### src/rtl/fb_capture_ctrl.sv
// Purpose : frame-buffer write sequencer; frames a byte-serial RGB565 camera stream and clips it to the buffer geometry.
// Latency : port-A write appears one cycle after the second byte of a pixel is sampled; frame_done one cycle after vsync rises.
// Backpressure: none; the camera cannot be stalled and the buffer port always accepts a write.
module fb_capture_ctrl #(
    parameter int c_img_cols    = 80,
    parameter int c_img_rows    = 60,
    parameter int c_nb_img_pxls = 13,
    parameter int c_nb_buf      = 16
) (
    input  logic                     clk,
    input  logic                     rst,
    input  logic                     i_start,
    input  logic                     i_continuous,
    input  logic                     cam_vsync,
    input  logic                     cam_href,
    input  logic                     cam_pxl_en,
    input  logic [7:0]               cam_data,
    output logic                     fb_wea,
    output logic [c_nb_img_pxls-1:0] fb_addra,
    output logic [c_nb_buf-1:0]      fb_dina,
    output logic                     o_busy,
    output logic                     o_frame_done,
    output logic                     o_short_frame
);

    // Counters need one code above the limit so they can saturate there.
    localparam int c_nb_col = $clog2(c_img_cols + 1);
    localparam int c_nb_row = $clog2(c_img_rows + 1);

    localparam logic [c_nb_col-1:0]      c_col_lim   = c_nb_col'(c_img_cols);
    localparam logic [c_nb_row-1:0]      c_row_lim   = c_nb_row'(c_img_rows);
    localparam logic [c_nb_img_pxls-1:0] c_line_step = c_nb_img_pxls'(c_img_cols);
    localparam logic [c_nb_img_pxls-1:0] c_addr_one  = c_nb_img_pxls'(1);

    typedef enum logic [2:0] {
        S_IDLE,
        S_ARM,
        S_SYNC,
        S_CAPTURE,
        S_DONE
    } state_t;

    state_t r_state;
    state_t w_state_nxt;

    // Delayed copies of the camera framing signals for edge detection.
    logic r_href_d;
    logic r_vsync_d;

    // Capture position within the frame.
    logic [c_nb_col-1:0]      r_col;
    logic [c_nb_row-1:0]      r_row;
    logic [c_nb_img_pxls-1:0] r_addr;
    logic [c_nb_img_pxls-1:0] r_line_base;
    logic                     r_phase;
    logic [7:0]               r_hi_byte;

    // Registered outputs.
    logic                     r_wea;
    logic [c_nb_img_pxls-1:0] r_addra;
    logic [c_nb_buf-1:0]      r_dina;
    logic                     r_busy;
    logic                     r_frame_done;
    logic                     r_short_frame;

    // Decoded events and FSM-qualified strobes.
    logic w_href_fall;
    logic w_vsync_rise;
    logic w_pxl_stb;
    logic w_frame_init;
    logic w_frame_end;
    logic w_line_end;
    logic w_byte_stb;
    logic w_pxl_in_win;

    assign w_href_fall  = r_href_d & ~cam_href;
    assign w_vsync_rise = cam_vsync & ~r_vsync_d;
    assign w_pxl_stb    = cam_href & cam_pxl_en;
    assign w_pxl_in_win = (r_col < c_col_lim) && (r_row < c_row_lim);

    // State register.
    always_ff @(posedge clk or posedge rst) begin
        if (rst) begin
            r_state <= S_IDLE;
        end else begin
            r_state <= w_state_nxt;
        end
    end

    // Next-state decode and per-state event strobes for the datapath.
    always_comb begin
        w_state_nxt  = r_state;
        w_frame_init = 1'b0;
        w_frame_end  = 1'b0;
        w_line_end   = 1'b0;
        w_byte_stb   = 1'b0;
        case (r_state)
            S_IDLE: begin
                if (i_start || i_continuous) begin
                    w_state_nxt = S_ARM;
                end
            end
            S_ARM: begin
                // Wait for the inter-frame gap so capture never starts mid-frame.
                if (cam_vsync) begin
                    w_state_nxt = S_SYNC;
                end
            end
            S_SYNC: begin
                if (!cam_vsync) begin
                    w_state_nxt  = S_CAPTURE;
                    w_frame_init = 1'b1;
                end
            end
            S_CAPTURE: begin
                // vsync rising ends the frame even mid-line; a partial line is not counted.
                if (w_vsync_rise) begin
                    w_state_nxt = S_DONE;
                    w_frame_end = 1'b1;
                end else if (w_href_fall) begin
                    w_line_end = 1'b1;
                end else if (w_pxl_stb) begin
                    w_byte_stb = 1'b1;
                end
            end
            S_DONE: begin
                w_state_nxt = i_continuous ? S_SYNC : S_IDLE;
            end
            default: begin
                w_state_nxt = S_IDLE;
            end
        endcase
    end

    // Sample framing signals one cycle late for edge detection.
    always_ff @(posedge clk or posedge rst) begin
        if (rst) begin
            r_href_d  <= 1'b0;
            r_vsync_d <= 1'b0;
        end else begin
            r_href_d  <= cam_href;
            r_vsync_d <= cam_vsync;
        end
    end

    // Column, row, byte phase and address tracking.
    always_ff @(posedge clk or posedge rst) begin
        if (rst) begin
            r_col       <= '0;
            r_row       <= '0;
            r_addr      <= '0;
            r_line_base <= '0;
            r_phase     <= 1'b0;
            r_hi_byte   <= '0;
        end else if (w_frame_init) begin
            r_col       <= '0;
            r_row       <= '0;
            r_addr      <= '0;
            r_line_base <= '0;
            r_phase     <= 1'b0;
        end else if (w_frame_end) begin
            // Any odd byte still pending is simply forgotten.
            r_phase <= 1'b0;
        end else if (w_line_end) begin
            r_col   <= '0;
            r_phase <= 1'b0;
            // The next line base is kept by accumulation so no multiplier is needed.
            if ((r_col != '0) && (r_row < c_row_lim)) begin
                r_row       <= r_row + 1'b1;
                r_line_base <= r_line_base + c_line_step;
                r_addr      <= r_line_base + c_line_step;
            end else begin
                r_addr <= r_line_base;
            end
        end else if (w_byte_stb) begin
            if (!r_phase) begin
                r_hi_byte <= cam_data;
                r_phase   <= 1'b1;
            end else begin
                r_phase <= 1'b0;
                if (w_pxl_in_win) begin
                    r_addr <= r_addr + c_addr_one;
                end
                if (r_col < c_col_lim) begin
                    r_col <= r_col + 1'b1;
                end
            end
        end
    end

    // Buffer write port: one-cycle strobe per in-window pixel.
    always_ff @(posedge clk or posedge rst) begin
        if (rst) begin
            r_wea   <= 1'b0;
            r_addra <= '0;
            r_dina  <= '0;
        end else begin
            r_wea <= 1'b0;
            if (w_byte_stb && r_phase && w_pxl_in_win) begin
                r_wea   <= 1'b1;
                r_addra <= r_addr;
                r_dina  <= c_nb_buf'({r_hi_byte, cam_data});
            end
        end
    end

    // Status outputs: busy follows the next state, done pulses as DONE is entered.
    always_ff @(posedge clk or posedge rst) begin
        if (rst) begin
            r_busy        <= 1'b0;
            r_frame_done  <= 1'b0;
            r_short_frame <= 1'b0;
        end else begin
            r_busy       <= (w_state_nxt != S_IDLE);
            r_frame_done <= w_frame_end;
            if (w_frame_init) begin
                r_short_frame <= 1'b0;
            end else if (w_frame_end) begin
                r_short_frame <= (r_row < c_row_lim);
            end
        end
    end

    assign fb_wea        = r_wea;
    assign fb_addra      = r_addra;
    assign fb_dina       = r_dina;
    assign o_busy        = r_busy;
    assign o_frame_done  = r_frame_done;
    assign o_short_frame = r_short_frame;

endmodule

### config.mk
export PLATFORM = sky130hd
export DESIGN_NAME = fb_capture_ctrl
export DESIGN_NICKNAME = d
export VERILOG_FILES = /design/src/rtl/fb_capture_ctrl.sv
export SDC_FILE = /design/constraint.sdc
export NUM_CORES = 1
export LEC_CHECK = 0
export BUFFER_PORTS_ARGS = -buffer_cell sky130_fd_sc_hd__buf_4
export CAP_MARGIN = 40
export CORE_ASPECT_RATIO = 1.4
export CORE_MARGIN = 4
export CORE_UTILIZATION = 62
export CTS_BUF_LIST = sky130_fd_sc_hd__clkbuf_8 sky130_fd_sc_hd__clkbuf_16
export CTS_CLUSTER_DIAMETER = 120
export CTS_CLUSTER_SIZE = 30
export DETAILED_ROUTE_END_ITERATION = 8
export PLACE_DENSITY = 0.93
export SLEW_MARGIN = 30
export SYNTH_ARGS = -nofsm -noshare
export SYNTH_HDL_FRONTEND = slang
export SYNTH_SLANG_ARGS = --single-unit
export TNS_END_PERCENT = 30
### constraint.sdc
create_clock -name clk -period 4.01 [get_ports clk]
set_clock_uncertainty 0.2 [all_clocks]
set_input_delay 0.401 -clock clk [delete_from_list [all_inputs] [get_ports clk]]
set_output_delay 0.401 -clock clk [all_outputs]
set_load 0.05 [all_outputs]
==> out/metrics.csv, run 1 <==
stage;metric;value;unit
cells_and_area;most common library cell in the layout ignoring fill and taps;nand2_1;
clocking;maximum buffer depth of the clock tree;2;
logic_synthesis;Post-Synth Simple-Gate Area;0.244;
cells_and_area;final non-filler cell total;517;
floorplanning;Core Rows;33;
cells_and_area;Diodes inserted;0;
logic_synthesis;Synth Net Count;420;
logic_synthesis;Avg Inst Size Synth;9.63;um^2
routing;Residual DRC;0;
pwr;VDD IR max;0.483;mV
clocking;Clk Latency, worst-skew pair;370;ps
critical_path;CP Max Fanout;39;
logic_synthesis;mux cell area share after synthesis;0.0338;
logic_synthesis;synthesized cell area;0.00385;mm^2
logic_synthesis;Syn. warnings;0;
cells_and_area;Area Overhead vs Synth;15.2;%
logic_synthesis;Post-synth EDFFs;0;
hold_path;hold crit path type;in -> reg;
clocking;Post-CTS Resized;0;
timing;Final Hold Fails;0;
clocking;H-tree Lvls;3;
hold_path;worst hold path depth;1;
logic_synthesis;xor/xnor share of the synthesized area;0.0250;
logic_synthesis;Synth Area in Compound Gates;0.113;
timing;max_slew headroom;0.532;
critical_path;worst reg-to-reg setup slack;1070;ps
timing;RSZ-0062 raised after global routing;no;
timing;setup ws final;1070;ps
logic_synthesis;Synth Flop Type;dfrtp_1;
routing;Antenna Violating Nets Remaining;0;
critical_path;Setup CP Type;reg -> reg;
hold_path;Hold Crit Endpoint;r_vsync_d$_DFF_PP0_;
clocking;CTS tree;yes;
critical_path;CP Buf/Inv Count;2;
cells_and_area;share of cells above drive strength 1;0.201;
logic_synthesis;Yosys reg bits;82;
logic_synthesis;Yosys cell types;53;
logic_synthesis;Seq/Total Area, Yosys;0.533;
global_routing;vias in the first global route;3165;
clocking;Num CTS Buffers;9;
timing;Final setup viols;0;
routing;detailed-route via count;3170;
global_routing;largest net degree at the start of global routing;58;
logic_synthesis;post-synthesis adder-cell area fraction;0.0162;
floorplanning;Initial Util;0.648;
clocking;clk sinks;82;
pwr;pwr dens;619;mW/mm^2
timing;Worst-Margin Slew;698;ps
logic_synthesis;largest family of logic cells by synthesized area;simple AND/OR/NAND/NOR gates;
clocking;Worst-path clk slew;90;ps
placed_design;post-DP HPWL;5.78;mm
logic_synthesis;ys async rst share;1.00;
routing;final WL;8.80;mm
floorplanning;chip height;101;um
placed_design;pre-CTS WS;1120;ps
critical_path;WP data arrival;3000;ps
global_routing;first-pass GRT wire length;14.8;mm
critical_path;WP depth;6;
critical_path;Required @ worst endpoint;4070;ps
outcome;status;completed;
routing;DR WL/cell;17.0;um
timing;final worst-path cycle share;0.733;
critical_path;Top delay family on crit path;simple AND/OR/NAND/NOR gates;
job;Max-Cap Viols;0;
global_routing;initial antenna violation count;0;
global_routing;gr ovfl total;0;
global_routing;all-layer global routing usage;0.256;
placed_design;# port buffers;47;
routing;1st-iter DRT viols;312;
critical_path;Worst path max stage delay;530;ps
critical_path;CP endpoint kind;flip-flop;
critical_path;Reg2Reg Depth;6;
critical_path;CP cell instances;and3b_1, and4_4, nand2_2, inv_1, buf_4, a221o_1;
timing;fmax;340;MHz
timing;post-layout min period;2940;ps
timing;final setup TNS;0;ps
floorplanning;DIE AREA;0.00756;mm^2
placed_design;DP Cell Count;498;
critical_path;critical path startpoint category;flip-flop;
timing;Slew Limit Fails;0;
floorplanning;CORE AREA;0.00595;mm^2
critical_path;Reg-to-Reg Start;r_state[2]$_DFF_PP0_;
placed_design;GP Congestion;0.852;
routing;vias per cell;6.13;
floorplanning;Die X;74.6;um
routing;drt pass-1 iters;6;
pwr;Pleak;0.00216;uW
cells_and_area;Fill cells;396;
floorplanning;Ports;48;
clocking;root buffer cell;clkbuf_8;
cells_and_area;commonest non-fill, non-tap cells in the layout;nand2_1 (116), dfrtp_1 (82), buf_4 (50);
hold_path;hold wc startpoint;cam_vsync;
cells_and_area;Nets;462;
logic_synthesis;Post-Syn Instances;400;
critical_path;R2R Path End;r_addr[5]$_DFFE_PP0P_;
critical_path;CP max stage cell;dfrtp_1;
==> cell usage after synthesis (all sizes together) (6+ instances only) <==
master  number  area (um^2)
mux2         8         90.1
buf         12         77.6
o211ai       8         60.1
and3         6         37.5
nor2        21         78.8
dfrtp       82         2050
xnor2        8         70.1
nand3       18         90.1
a21oi        9         45.0
nand2      117          442
nand4        7         43.8
clkbuf       9         33.8
o21ai       21          105
inv          7         26.3
==> metal layers <==
layer  GRT usage  vias to the layer above  share of wire
met5           0                        -              0
met4       0.126                        0          0.033
met3      0.0516                       24          0.055
met2       0.424                      138           0.52
met1       0.316                     1529           0.39
li1            -                     1479              -
==> how the worst max path moves through the flow <==
stage	from	to	slack, ps
after floorplan	rst	fb_addra[0]$_DFFE_PP0P_	1300
after global placement	r_state[2]$_DFF_PP0_	r_addr[5]$_DFFE_PP0P_	1200
after detailed placement	r_state[2]$_DFF_PP0_	r_addr[5]$_DFFE_PP0P_	1120
after CTS	r_state[2]$_DFF_PP0_	r_addr[5]$_DFFE_PP0P_	1110
after global routing	r_state[2]$_DFF_PP0_	r_addr[1]$_DFFE_PP0P_	810
final	r_state[2]$_DFF_PP0_	r_addr[5]$_DFFE_PP0P_	1070
==> flip-flops by register name, indices dropped and copies added, names as in the netlist, 3 cells and up <==
signal,flops
r_col,7
r_row,6
fb_dina,16
r_line_base,9
r_hi_byte,8
r_state,3
r_addr,13
fb_addra,13
==> worst register-to-register path, delay by kind of cell, from the launching register on <==
kind	cells	cell delay (ps)
buf+inv	2	700
flops	1	530
compound gates	1	340
simple gates	3	1080
==> cell type report <==
cell class | instances | area, um^2 | area share
clock inverter | 6 | 71.3 | 0.0161
sequential | 82 | 2050 | 0.462
tap | 70 | 87.6 | 0.0197
clock buffer | 10 | 138 | 0.0310
timing repair buffer | 52 | 395 | 0.0891
multi-input combinational | 290 | 1670 | 0.376
inverter | 7 | 26.3 | 0.00592
==> repair_timing <==
| action | in CTS | in global routing |
|---|---|---|
| buffers inserted | 0 | 0 |
| hold endpoints to repair | 26 | 0 |
| hold buffers | 2 | 0 |
==> power by group <==
part	switching, uW	internal [uW]
Combinational	619	308
Clock	312	310
Sequential	183	1010
==> cell families after synthesis <==
family	Yosys count
AO/OA/AOI/OAI	64
XOR/XNOR	11
adder cells (fa/ha/maj)	5
buffers and inverters	28
flip-flops	82
multiplexers	12
AND/OR/NAND/NOR	198
==> metrics by stage <==
| step | hold slack, ps | power [uW] | utilization | area (um^2) |
|---|---|---|---|---|
| global placement | 244 | 2070 | 0.706 | 4200 |
| global route | 6.67 | 2890 | 0.747 | 4440 |
| CTS | 1.03 | 2740 | 0.744 | 4430 |
| floorplan | 232 | 1850 | - | 3850 |
| finish | 8.37 | 2750 | 0.747 | 4440 |
| detailed placement | 255 | 2110 | 0.706 | 4200 |
(Power assumes the default switching activity.)
==> inputs of run 2 (changes only) <==
Settings changed: CORE_UTILIZATION 62 to 52, PLACE_DENSITY 0.93 to 0.85.
Clock period 4.01 ns to 2.5 ns, I/O delays scaled along.
==> run 2 against run 1 <==
Sequential power is 58% higher. Hold slack better by 26 ps. Sequential cell count stayed put. Die area is 17% higher. Register-to-register slack worse by 920 ps. Clock power is 52% higher. Global-route usage is 3.1 points lower. Non-clock buffer count is 20 higher. Critical endpoint is now r_addr[1]$_DFFE_PP0P_.
==> out/metrics.csv, run 2 (synthesis results as in run 1) <==
stage;metric;value;unit;change
outcome;status;completed;;
hold_path;hold crit path type;in -> reg;;
cells_and_area;Area Overhead vs Synth;20.4;%;
floorplanning;Ports;48;;unchanged
floorplanning;chip height;110;um;+8.5%
cells_and_area;FF+latch area;0.00205;mm^2;unchanged
global_routing;first-pass GRT wire length;15.3;mm;+3.2%
global_routing;all-layer global routing usage;0.225;;-0.0312
routing;1st-iter DRT viols;164;;-47%
cells_and_area;share of cells above drive strength 1;0.212;;+0.0111
global_routing;largest net degree at the start of global routing;31;;-47%
timing;post-layout min period;2350;ps;-594 ps
critical_path;worst reg-to-reg setup slack;150;ps;-920 ps
critical_path;Worst path max stage delay;510;ps;-20 ps
placed_design;DP Cell Count;534;;+7.2%
critical_path;CP endpoint kind;flip-flop;;
placed_design;# port buffers;47;;unchanged
clocking;clk sinks;82;;unchanged
global_routing;gr ovfl total;0;;unchanged
job;Max-Cap Viols;0;;unchanged
hold_path;worst hold path depth;3;;+2
clocking;post-CTS setup buffers;0;;unchanged
pwr;VDD IR max;0.610;mV;+26%
timing;setup ws final;155;ps;-916 ps
routing;DR WL/cell;15.8;um;-7.1%
clocking;CTS tree;yes;;
floorplanning;CORE AREA;0.00707;mm^2;+19%
placed_design;post-DP HPWL;6.16;mm;+6.6%
pwr;Pleak;0.00226;uW;+4.3%
routing;Residual DRC;0;;unchanged
timing;Final setup viols;0;;unchanged
timing;final setup TNS;0;ps;unchanged
timing;Slew Limit Fails;0;;unchanged
global_routing;initial antenna violation count;0;;unchanged
timing;RSZ-0062 raised after global routing;no;;
timing;Min Hold Slack;34.2;ps;+25.8 ps
cells_and_area;Diodes inserted;0;;unchanged
critical_path;CP Buf/Inv Count;2;;unchanged
pwr;Clock power frac;0.215;;-0.011
cells_and_area;final non-filler cell total;561;;+8.5%
critical_path;WP depth;7;;+1
timing;Final Hold Fails;0;;unchanged
critical_path;WP data arrival;2420;ps;-580 ps
routing;vias per cell;5.61;;-8.5%
critical_path;CP cell instances;and3b_1, and4_4, nand2_2, inv_1, buf_4, nand2_1, a21oi_1;;
placed_design;GP Congestion;0.956;;+12%
cells_and_area;commonest non-fill, non-tap cells in the layout;nand2_1 (116), dfrtp_1 (82), buf_4 (60);;
critical_path;CP max stage cell;dfrtp_1;;
cells_and_area;Nets;482;;+4.3%
routing;final WL;8.87;mm;+0.77%
clocking;Num CTS Buffers;9;;unchanged
routing;drt pass-1 iters;4;;-2
global_routing;vias in the first global route;3200;;+1.1%
routing;detailed-route via count;3149;;-0.66%
critical_path;CP Max Fanout;25;;-36%
clocking;maximum buffer depth of the clock tree;2;;unchanged
cells_and_area;Fill cells;569;;+44%
pwr;pwr dens;949;mW/mm^2;+53%
floorplanning;Core Rows;36;;+9.1%
floorplanning;DIE AREA;0.00887;mm^2;+17%
critical_path;Top delay family on crit path;simple AND/OR/NAND/NOR gates;;
pwr;sequential power share;0.432;;-0.004
cells_and_area;multi-input logic area;0.00167;mm^2;+0.30%
pwr;combinational share of power;0.353;;+0.015
critical_path;Required @ worst endpoint;2580;ps;-1490 ps
clocking;H-tree Lvls;3;;unchanged
pwr;Switching Share;0.399;;-0.00693
placed_design;pre-CTS WS;170;ps;-948 ps
timing;final worst-path cycle share;0.938;;+0.205
clocking;Clk Latency, worst-skew pair;360;ps;about the same
routing;Antenna Violating Nets Remaining;0;;unchanged
critical_path;Setup CP Type;reg -> reg;;
clocking;Worst-path clk slew;80;ps;about the same
timing;fmax;426;MHz;+25%
cells_and_area;most common library cell in the layout ignoring fill and taps;nand2_1;;
clocking;root buffer cell;clkbuf_8;;
critical_path;Reg2Reg Depth;7;;+1
pwr;Int Power;2650;uW;+62%
timing;max_slew headroom;0.574;;+0.0425
floorplanning;Die X;80.7;um;+8.2%
timing;Worst-Margin Slew;634;ps;-64.3 ps
pwr;switching power;1750;uW;+58%
floorplanning;Initial Util;0.545;;-0.103
critical_path;critical path startpoint category;flip-flop;;
cells_and_area;max reg flops;16;;unchanged
## run 2: cell types whose count changed in the layout (fill, tap and decap cells not counted)
cell,change
inv_2,-1
clkinv_2,+1
inv_1,+1
clkinvlp_4,-1
dlygate4sd3_1,+10
clkinv_4,+1
a211oi_2,+1
buf_4,+10
inv_6,-2
a211oi_1,-1
o311ai_0,-1
o311ai_1,+1
## run 2: area by class of cell
| class | instances | share of cell area |
|---|---|---|
| Inverter | 7 | 0.00647 |
| Timing Repair Buffer | 72 | 0.123 |
| Sequential cell | 82 | 0.442 |
| Tap cell | 95 | 0.0256 |
| Clock buffer | 10 | 0.0297 |
| Clock inverter | 5 | 0.0121 |
| Multi-Input combinational cell | 290 | 0.361 |
## run 2: timing repair
| action | in CTS | in global routing |
|---|---|---|
| hold buffers | 12 | 0 |
| endpoints found under the setup margin | 0 | 9 |
| resized for setup | 0 | 2 |
| hold endpoints to repair | 41 | 0 |
## run 2: final timing paths
path                                     startpoint                  endpoint
max reg2reg                    r_state[1]$_DFF_PP0_     r_addr[1]$_DFFE_PP0P_
min                                         i_start      r_state[0]$_DFF_PP0_
max                            r_state[1]$_DFF_PP0_     r_addr[1]$_DFFE_PP0P_
max in group asynchronous                       rst     r_addr[4]$_DFFE_PP0P_
min in group asynchronous                       rst  fb_addra[12]$_DFFE_PP0P_
min reg2reg                fb_addra[10]$_DFFE_PP0P_  fb_addra[10]$_DFFE_PP0P_
## run 2: power by group through the flow
| stage | clock network, uW | logic, uW | registers, uW |
|---|---|---|---|
| floorplan | 0 | 646 | 2320 |
| finish | 944 | 1560 | 1900 |
| global route | 1030 | 1670 | 1950 |
| detailed placement | 0 | 1520 | 1920 |
| global placement | 0 | 1480 | 1900 |
| CTS | 971 | 1550 | 1890 |
## run 2: through the flow
stage          instance area [um^2]   util  power [uW]
2_1_floorplan                  3860      -        2970
3_3_place_gp                   4310  0.610        3370
3_5_place_dp                   4310  0.610        3440
4_1_cts                        4630  0.654        4410
5_1_grt                        4640  0.656        4650
6_report                       4640  0.656        4400
## run 2: routing by layer
| layer | routed length [um] | vias up | GRT usage | share of wire |
|---|---|---|---|---|
| li1 | - | 1515 | - | - |
| met1 | 3500 | 1540 | 0.279 | 0.39 |
| met2 | 4720 | 73 | 0.369 | 0.53 |
| met3 | 405 | 21 | 0.0484 | 0.046 |
| met4 | 252 | 0 | 0.114 | 0.028 |
| met5 | 0 | - | 0 | 0 |
## run 2: tightest hold or removal path, cell delays in order
cell and delay (ps):
buf_4 80, o41ai_1 60, a21oi_1 160
